$ cat config.mk
export PLATFORM = sky130hd
export DESIGN_NAME = gen_scheduler
export DESIGN_NICKNAME = d
export VERILOG_FILES = /design/src/rtl/gol_pkg.sv /design/src/rtl/frame_divider.sv /design/src/rtl/gen_scheduler.sv
export SDC_FILE = /design/constraint.sdc
export NUM_CORES = 1
export LEC_CHECK = 0
export ABC_AREA = 1
export ABC_CLOCK_PERIOD_IN_PS = 4800
export BUFFER_PORTS_ARGS = -buffer_cell sky130_fd_sc_hd__buf_4
export CAP_MARGIN = 20
export CORE_ASPECT_RATIO = 0.8
export CORE_UTILIZATION = 40
export DETAILED_ROUTE_END_ITERATION = 7
export PLACE_DENSITY_LB_ADDON = 0.2
export RECOVER_POWER = 100
export SLEW_MARGIN = 20
export SYNTH_ARGS = -nofsm -noshare
export SYNTH_HDL_FRONTEND = slang
export SYNTH_SLANG_ARGS = --single-unit
$ cat constraint.sdc
create_clock -name clk -period 4.8 [get_ports clk]
set_input_delay 0.48 -clock clk [delete_from_list [all_inputs] [get_ports clk]]
set_output_delay 0.48 -clock clk [all_outputs]
set_load 0.05 [all_outputs]
$ cat src/rtl/gol_pkg.sv
// Shared definitions for the generation scheduler: state encoding and default widths.
package gol_pkg;

    localparam int GEN_W_DEF    = 16;
    localparam int PERIOD_W_DEF = 8;

    typedef enum logic [1:0] {
        ST_IDLE       = 2'd0,
        ST_START      = 2'd1,
        ST_WAIT_DONE  = 2'd2,
        ST_WAIT_FRAME = 2'd3
    } sched_state_e;

endpackage

$ cat src/rtl/frame_divider.sv
// Counts frame_start pulses while run is high and fires frame_tick every period frames.
module frame_divider
    import gol_pkg::*;
#(
    parameter int PERIOD_W = PERIOD_W_DEF
) (
    input  logic                clk,
    input  logic                rst,
    input  logic                frame_start,
    input  logic                run,
    input  logic [PERIOD_W-1:0] period,
    output logic                frame_tick,
    output logic [PERIOD_W-1:0] fcnt
);

    localparam logic [PERIOD_W-1:0] ONE = PERIOD_W'(1);

    logic [PERIOD_W-1:0] fcnt_q;
    logic [PERIOD_W-1:0] fcnt_d;
    logic [PERIOD_W-1:0] period_m1;

    always_comb begin
        // A period of 0 behaves like 1, so the terminal count is 0 in both cases.
        period_m1  = (period == '0) ? '0 : period - ONE;
        fcnt_d     = fcnt_q;
        frame_tick = 1'b0;
        if (!run) begin
            fcnt_d = '0;
        end else if (frame_start) begin
            if (fcnt_q >= period_m1) begin
                fcnt_d     = '0;
                frame_tick = 1'b1;
            end else begin
                fcnt_d = fcnt_q + ONE;
            end
        end
    end

    always_ff @(posedge clk) begin
        if (rst) begin
            fcnt_q <= '0;
        end else begin
            fcnt_q <= fcnt_d;
        end
    end

    assign fcnt = fcnt_q;

endmodule

$ cat src/rtl/gen_scheduler.sv
// Sequences one update-engine run per trigger and swaps display buffers on the next frame.
//
// state         | meaning
// ST_IDLE       | waiting for a trigger or a pending request
// ST_START      | upd_start asserted for this single cycle
// ST_WAIT_DONE  | engine is writing the back buffer
// ST_WAIT_FRAME | back buffer complete; swap at next frame_start
module gen_scheduler
    import gol_pkg::*;
#(
    parameter int GEN_W    = GEN_W_DEF,
    parameter int PERIOD_W = PERIOD_W_DEF
) (
    input  logic                clk,
    input  logic                rst,
    input  logic                frame_start,
    input  logic                run,
    input  logic                step,
    input  logic [PERIOD_W-1:0] period,
    input  logic                upd_done,
    input  logic                clr_overrun,
    output logic                upd_start,
    output logic                busy,
    output logic                buf_sel,
    output logic                swap,
    output logic [GEN_W-1:0]    gen_count,
    output logic                overrun
);

    localparam logic [GEN_W-1:0] GEN_ONE = GEN_W'(1);

    sched_state_e        state_q, state_d;
    logic                pending_q, pending_d;
    logic                overrun_q, overrun_d;
    logic                buf_sel_q, buf_sel_d;
    logic                swap_q, swap_d;
    logic [GEN_W-1:0]    gen_count_q, gen_count_d;
    logic                frame_tick;
    logic                trigger;
    logic                overrun_set;
    logic [PERIOD_W-1:0] fcnt;

    frame_divider #(
        .PERIOD_W (PERIOD_W)
    ) u_div (
        .clk         (clk),
        .rst         (rst),
        .frame_start (frame_start),
        .run         (run),
        .period      (period),
        .frame_tick  (frame_tick),
        .fcnt        (fcnt)
    );

    assign trigger = frame_tick | step;

    always_comb begin
        state_d     = state_q;
        pending_d   = pending_q;
        overrun_d   = overrun_q;
        buf_sel_d   = buf_sel_q;
        gen_count_d = gen_count_q;
        swap_d      = 1'b0;
        overrun_set = 1'b0;

        case (state_q)
            ST_IDLE: begin
                if (trigger || pending_q) begin
                    state_d   = ST_START;
                    pending_d = 1'b0;
                end
            end
            ST_START: begin
                state_d = ST_WAIT_DONE;
            end
            ST_WAIT_DONE: begin
                if (upd_done) begin
                    state_d = ST_WAIT_FRAME;
                end
            end
            ST_WAIT_FRAME: begin
                if (frame_start) begin
                    state_d     = ST_IDLE;
                    swap_d      = 1'b1;
                    buf_sel_d   = ~buf_sel_q;
                    gen_count_d = gen_count_q + GEN_ONE;
                end
            end
            default: begin
                state_d = ST_IDLE;
            end
        endcase

        // One request can wait behind the running generation; a second is lost.
        if (trigger && (state_q != ST_IDLE)) begin
            if (!pending_q) begin
                pending_d = 1'b1;
            end else begin
                overrun_set = 1'b1;
            end
        end

        if (overrun_set) begin
            overrun_d = 1'b1;
        end else if (clr_overrun) begin
            overrun_d = 1'b0;
        end
    end

    always_ff @(posedge clk) begin
        if (rst) begin
            state_q     <= ST_IDLE;
            pending_q   <= 1'b0;
            overrun_q   <= 1'b0;
            buf_sel_q   <= 1'b0;
            swap_q      <= 1'b0;
            gen_count_q <= '0;
        end else begin
            state_q     <= state_d;
            pending_q   <= pending_d;
            overrun_q   <= overrun_d;
            buf_sel_q   <= buf_sel_d;
            swap_q      <= swap_d;
            gen_count_q <= gen_count_d;
        end
    end

    assign upd_start = (state_q == ST_START);
    assign busy      = (state_q != ST_IDLE);
    assign buf_sel   = buf_sel_q;
    assign swap      = swap_q;
    assign gen_count = gen_count_q;
    assign overrun   = overrun_q;

endmodule

### Word-level counts from Yosys, hierarchy flattened

Index checks and enable logic that the tools add are counted.

| word-level totals | value |
|---|---|
| output and inout bits | 21 |
| memories | 0 |
| latch bits | 0 |
| input bits | 15 |
| bits in read-only memories | 0 |
| logic and storage cells | 49 |
| memory bits (writable) | 0 |
| register bits | 30 |

| operators by class | value |
|---|---|
| $lt $le $gt $ge | 1 |
| equality and inequality tests | 6 |
| mux-type cells | 18 |
| reductions and logical operators | 10 |
| $add $sub $neg | 3 |
| multiply operators | 0 |
| bitwise operators | 4 |
| shift-type cells | 0 |
| div/mod/pow operators | 0 |

Operators with widths:

| kind | number |
|---|---|
| $add A16 B1 Y16 const B | 1 |
| $mux W8 | 2 |
| $mux W1 | 12 |
| $add A8 B1 Y8 const B | 1 |
| $ge A8 B8 Y1 | 1 |
| $logic_not A8 Y1 | 1 |
| $pmux W2 S4 | 1 |
| $sub A8 B1 Y8 const B | 1 |
| $mux W2 | 3 |
| $ne A2 B2 Y1 const B | 3 |
| $eq A2 B2 Y1 const B | 2 |
| $reduce_bool A2 Y1 | 2 |
| $reduce_or A2 Y1 | 2 |
| $not A1 Y1 | 3 |
| $reduce_and A3 Y1 | 1 |
| $eq A2 B1 Y1 const B | 1 |
| $logic_not A2 Y1 | 1 |
| $reduce_and A2 Y1 | 1 |
| $logic_and A1 B1 Y1 | 1 |
| $logic_or A1 B1 Y1 | 1 |
| $or A1 B1 Y1 | 1 |

### Longest topological paths before layout

| depth | value |
|---|---|
| word-level depth | 12 |
| gate-level depth with buffers | 18 |
| mapped depth without buffers | 18 |

### By module

Synthesis repeated with hierarchy kept, for this count alone.

| second synthesis, totals | value |
|---|---|
| cell total of the unflattened synthesis | 257 |
| area, all modules | 1844.3 µm² |

By module, submodules not included:

| module | cells each | instances | area each (µm²) |
|---|---|---|---|
| gen_scheduler | 147 | 1 | 1104.8 |
| frame_divider | 110 | 1 | 739.5 |

### Worst setup path before layout

Ideal clock, no wire load.

| timing path | value |
|---|---|
| path kind | in2reg |
| start point | input port period[0] |
| end point | register state_q[0] |
| stages | 17 |
| buffers on the path | 0 |
| setup slack | 2.351 ns |
| data required time | 4.685 ns |
| library setup time | 0.115 ns |
| arrival time | 2.334 ns |
| cell sequence | inv_1 -> ha_1 -> nand2_1 -> nor4_1 -> inv_1 -> o21ai_0 -> ha_1 -> nand2_1 -> nor2_1 -> nor2_1 -> nand2_1 -> nand2_1 -> nand2_1 -> nand3_1 -> nand4_1 -> a21oi_1 -> nor2_1 |

| on the way | value |
|---|---|
| word-level cells in the longest chain between the ends | 10 |

Ends and longest elaborated chain:

| item | line | RTL |
|---|---|---|
| start: declaration | gen_scheduler.sv:19 | `input logic [PERIOD_W-1:0] period,` |
| $sub A8 B1 Y8 or $logic_not A8 Y1 (tied branches) | frame_divider.sv:24 | `period_m1 = (period == '0) ? '0 : period - ONE;` |
| $mux W8 (*) | frame_divider.sv:24 |  |
| $ge A8 B8 Y1 (*) | frame_divider.sv:30 | `if (fcnt_q >= period_m1) begin` |
| $mux W1 (*) | frame_divider.sv:30 |  |
| $mux W1 (*) | frame_divider.sv:29 | `end else if (frame_start) begin` |
| $mux W1 (*) | frame_divider.sv:27 | `if (!run) begin` |
| $or A1 B1 Y1 (*) | gen_scheduler.sv:55 | `assign trigger = frame_tick \| step;` |
| $logic_or A1 B1 Y1 (*) | gen_scheduler.sv:68 | `if (trigger \|\| pending_q) begin` |
| $ne A2 B2 Y1 (no line) (*) | - |  |
| $reduce_and A3 Y1 (no line) (*) | - |  |
| end signal: assignment | gen_scheduler.sv:119 | `state_q <= state_d;` |
| end: declaration | gen_scheduler.sv:32 | `sched_state_e state_q, state_d;` |

Mark *: on every way between the ends. The rest lies on a longest branch, timed or not.
A chain may end at the register's enable or synchronous reset.

### Final worst setup path

Same ends and word-level chain as after synthesis.

==> flow_metrics.py <==
metrics = {
    "routing": {
        "drc": 0,
        "drt.antenna.violating_nets": 0,
        "vias": 1604,
        "drt-total-wl_um": 3500,
        "drtIter0Drc": 56,
        "via_per_inst": 4.69,
        "met3WireLength_um": 140,
        "wl_met2_um": 1490,
        "firstDrtPassIters": 4,
        "m1WireLength_um": 1840,
        "wire_per_inst_um": 10.2,
        "maxUsedRoutingLayer": "met4",
    },
    "worst_setup_path": {
        "rr_startpoint": "state_q[0]$_SDFFE_PP0P_",
        "critPathRequiredTime_ns": 4.97,
        "slowest_stage": "nor4_1",
        "path_cells": "clkbuf_4, inv_1, ha_1, nand2_1, nor4_1, inv_1, o21ai_0, ha_1, nand2_1, nor2_1, nor2_1, nand2_1, nand2_1, nand2_1, nand3_1, nand4_1, a21oi_1, nor2_1",
        "worstPathArrival_ns": 2.80,
        "slowest_delay_ns": 0.45,
        "crit_path_max_fanout": 4,
        "r2r_end": "gen_count[15]$_SDFFE_PP0P_",
        "critPathKind": "input pin to flip-flop",
        "path_common_cell": "nand2_1",
        "crit_family": "simple AND/OR/NAND/NOR gates",
        "worstSetupStartpointType": "input pin",
        "crit_buf_inv": 3,
        "rrSetupSlack_ns": 2.49,
        "cp-end-kind": "flip-flop",
        "reg2reg_depth": 10,
    },
    "synthesis": {
        "ys_seq_area_share_pct": 33.5,
        "ys_ff_latch": 30,
        "ys_warn_count": 0,
        "avgSynthCellArea_um2": 7.31,
        "synth_nets": 276,
        "synth.area.top_cells": "dfxtp_1 34%, ha_1 11%, nand2_1 8.0%, inv_1 7.8%, nor2_1 6.9%",
        "synth_top_area_share_pct": 33.5,
        "ys_types": 34,
        "synth_cells": 245,
        "yosysTopAreaCell": "dfxtp_1",
        "synth_area_mm2": 0.00179,
    },
    "clocking": {
        "cts_resized": 0,
        "cts_max_level": 2,
        "cts_tree": "built",
        "hold_buffers": 0,
        "clockRootBuffer": "clkbuf_8",
        "cts_buffers": 5,
        "clkSlewWorstSetupHoldPaths_ns": 0.06,
        "clk_latency_ns": 0.28,
        "cts_setup_buffers": 0,
        "clock_sinks": 30,
        "clk_path_buf_depth": 2,
    },
    "die": {
        "die_height_um": 61.9,
        "rows": 21,
        "core-area_mm2": 0.00423,
        "io_pins": 36,
        "dieArea_mm2": 0.00475,
        "initial_utilization_pct": 42.4,
        "die_x_um": 76.8,
    },
    "sta": {
        "period_share_pct": 54.8,
        "hold_ws_ns": 0.446,
        "skew_ns": 0.00650,
        "rsz0062_at_grt": "false",
        "fmax_mhz": 380,
        "setup_tns_ns": 0,
        "fin_crit_ns": 2.63,
        "setup_viol": 0,
        "worst_pin_slew_ns": 0.603,
        "drv_slew": 0,
        "maxSlewHeadroom_pct": 60.0,
        "finalHoldViolations": 0,
    },
    "global_route": {
        "grt_pass1_vias": 1310,
        "grt_usage_pct": 15.8,
        "grt_max_degree": 15,
        "antenna_found_initial": 0,
        "grt_overflow": 0,
        "grt_pass1_wl_um": 5750,
    },
    "power_and_ir_drop": {
        "switching_share_pct": 32.7,
        "power.density_mw_per_mm2": 344,
        "finalPower_w": 0.000722,
        "pwr-share-clk_pct": 36.4,
        "intPower_w": 0.000486,
        "switching_power_w": 0.000236,
        "vdd_drop_max_v": 0.000332,
        "p_comb_share_pct": 25.1,
        "seq_power_share_pct": 38.6,
        "p_leak_nw": 0.893,
    },
    "final_layout": {
        "final_cells": 342,
        "nets": 316,
        "most-common-layout-cells": "39 x nand2_1, 38 x inv_1, 35 x nor2_1",
        "fillCellCount": 468,
        "diodes": 0,
        "syn2layout_area_growth_pct": 17.2,
        "final_common_cell": "nand2_1",
        "final_layout_size_suffix_gt1_share_pct": 10.9,
    },
    "place": {
        "numPortBuffers": 35,
        "place_inst": 335,
        "place.gp.congestion": 0.768,
        "dp_hpwl_um": 2720,
    },
    "hold_path": {
        "hold_path.startpoint": "clr_overrun",
        "hold_class": "input pin to flip-flop",
        "hold_end": "overrun$_SDFFE_PP0P_",
        "min_delay_path_depth": 4,
    },
    "run_status": {
        "status": "finished clean",
    },
    "job": {
        "maxCapViolations": 0,
    },
}
==> cell type report <==
cell class	count	area, um^2	area share [%]
multi-input cells	172	978	46.6
flip-flops and latches	30	601	28.6
repair buffers	35	184	8.76
inverters	41	154	7.33
clock buffers	6	82.6	3.93
well taps	57	71.3	3.39
clock inverters	1	30.0	1.43
==> synth_stat cells (all sizes together) <==
cell type	n
a21boi	1
a21oi	19
a311oi	1
and2	1
buf	1
clkbuf	1
clkinv	3
dfxtp	30
ha	16
inv	38
nand2	41
nand3	9
nand4	4
nor2	36
nor3	12
nor3b	2
nor4	2
o211ai	1
o21a	4
o21ai	12
o22ai	2
or2	3
xnor2	1
xor2	5
==> metal layers <==
metal	global-route usage [%]	vias up
met1	20.8	700
met5	0	-
met2	24.0	25
met3	5.26	4
met4	6.59	0
li1	-	875
==> power by group through the flow <==
stage                     clock [W]  combinational, W  sequential [W]
after floorplan                   0          0.000137        0.000294
after global placement            0          0.000197        0.000284
after detailed placement          0          0.000199        0.000284
after CTS                  0.000268          0.000200        0.000278
after global routing       0.000278          0.000207        0.000280
final                      0.000263          0.000181        0.000278
==> tightest hold or removal path: stages <==
cell and delay (ns):
buf_4 0.08, inv_1 0.03, nand2_1 0.04, a21oi_1 0.05
==> worst max path at each step <==
stage                   start  depth (start not counted)                 endpoint
floorplan           period[0]                         17  state_q[0]$_SDFFE_PP0P_
global placement    period[0]                         18  state_q[1]$_SDFFE_PP0P_
detailed placement  period[0]                         18  state_q[1]$_SDFFE_PP0P_
CTS                 period[0]                         18  state_q[1]$_SDFFE_PP0P_
global route        period[0]                         18  state_q[0]$_SDFFE_PP0P_
finish              period[0]                         18  state_q[0]$_SDFFE_PP0P_
==> through the flow <==
stage | worst slack [ns] | util [%] | cell area [um^2]
CTS | 2.17 | 52.6 | 2220
detailed placement | 1.87 | 49.9 | 2110
global route | 1.75 | 49.7 | 2100
floorplan | 2.35 | - | 1790
finish | 2.17 | 49.7 | 2100
global placement | 1.97 | 49.9 | 2110
==> state kept, by name, summed over array words and instances, names as in the netlist <==
signal / cells
buf_sel: 1
gen_count: 16
overrun: 1
pending_q: 1
state_q: 2
swap: 1
u_div.fcnt: 8
==> logic make-up (layout without fill, tap and decap cells) <==
logic type	Yosys count	in the layout	synth area share, %
simple gates	110	110	30.6
compound gates	40	40	12.4
fa+ha+maj	16	16	11.2
xor+xnor	6	6	2.93
flops	30	30	33.5
buf+inv	43	83	9.43
Power figures use the tool's default switching activity.
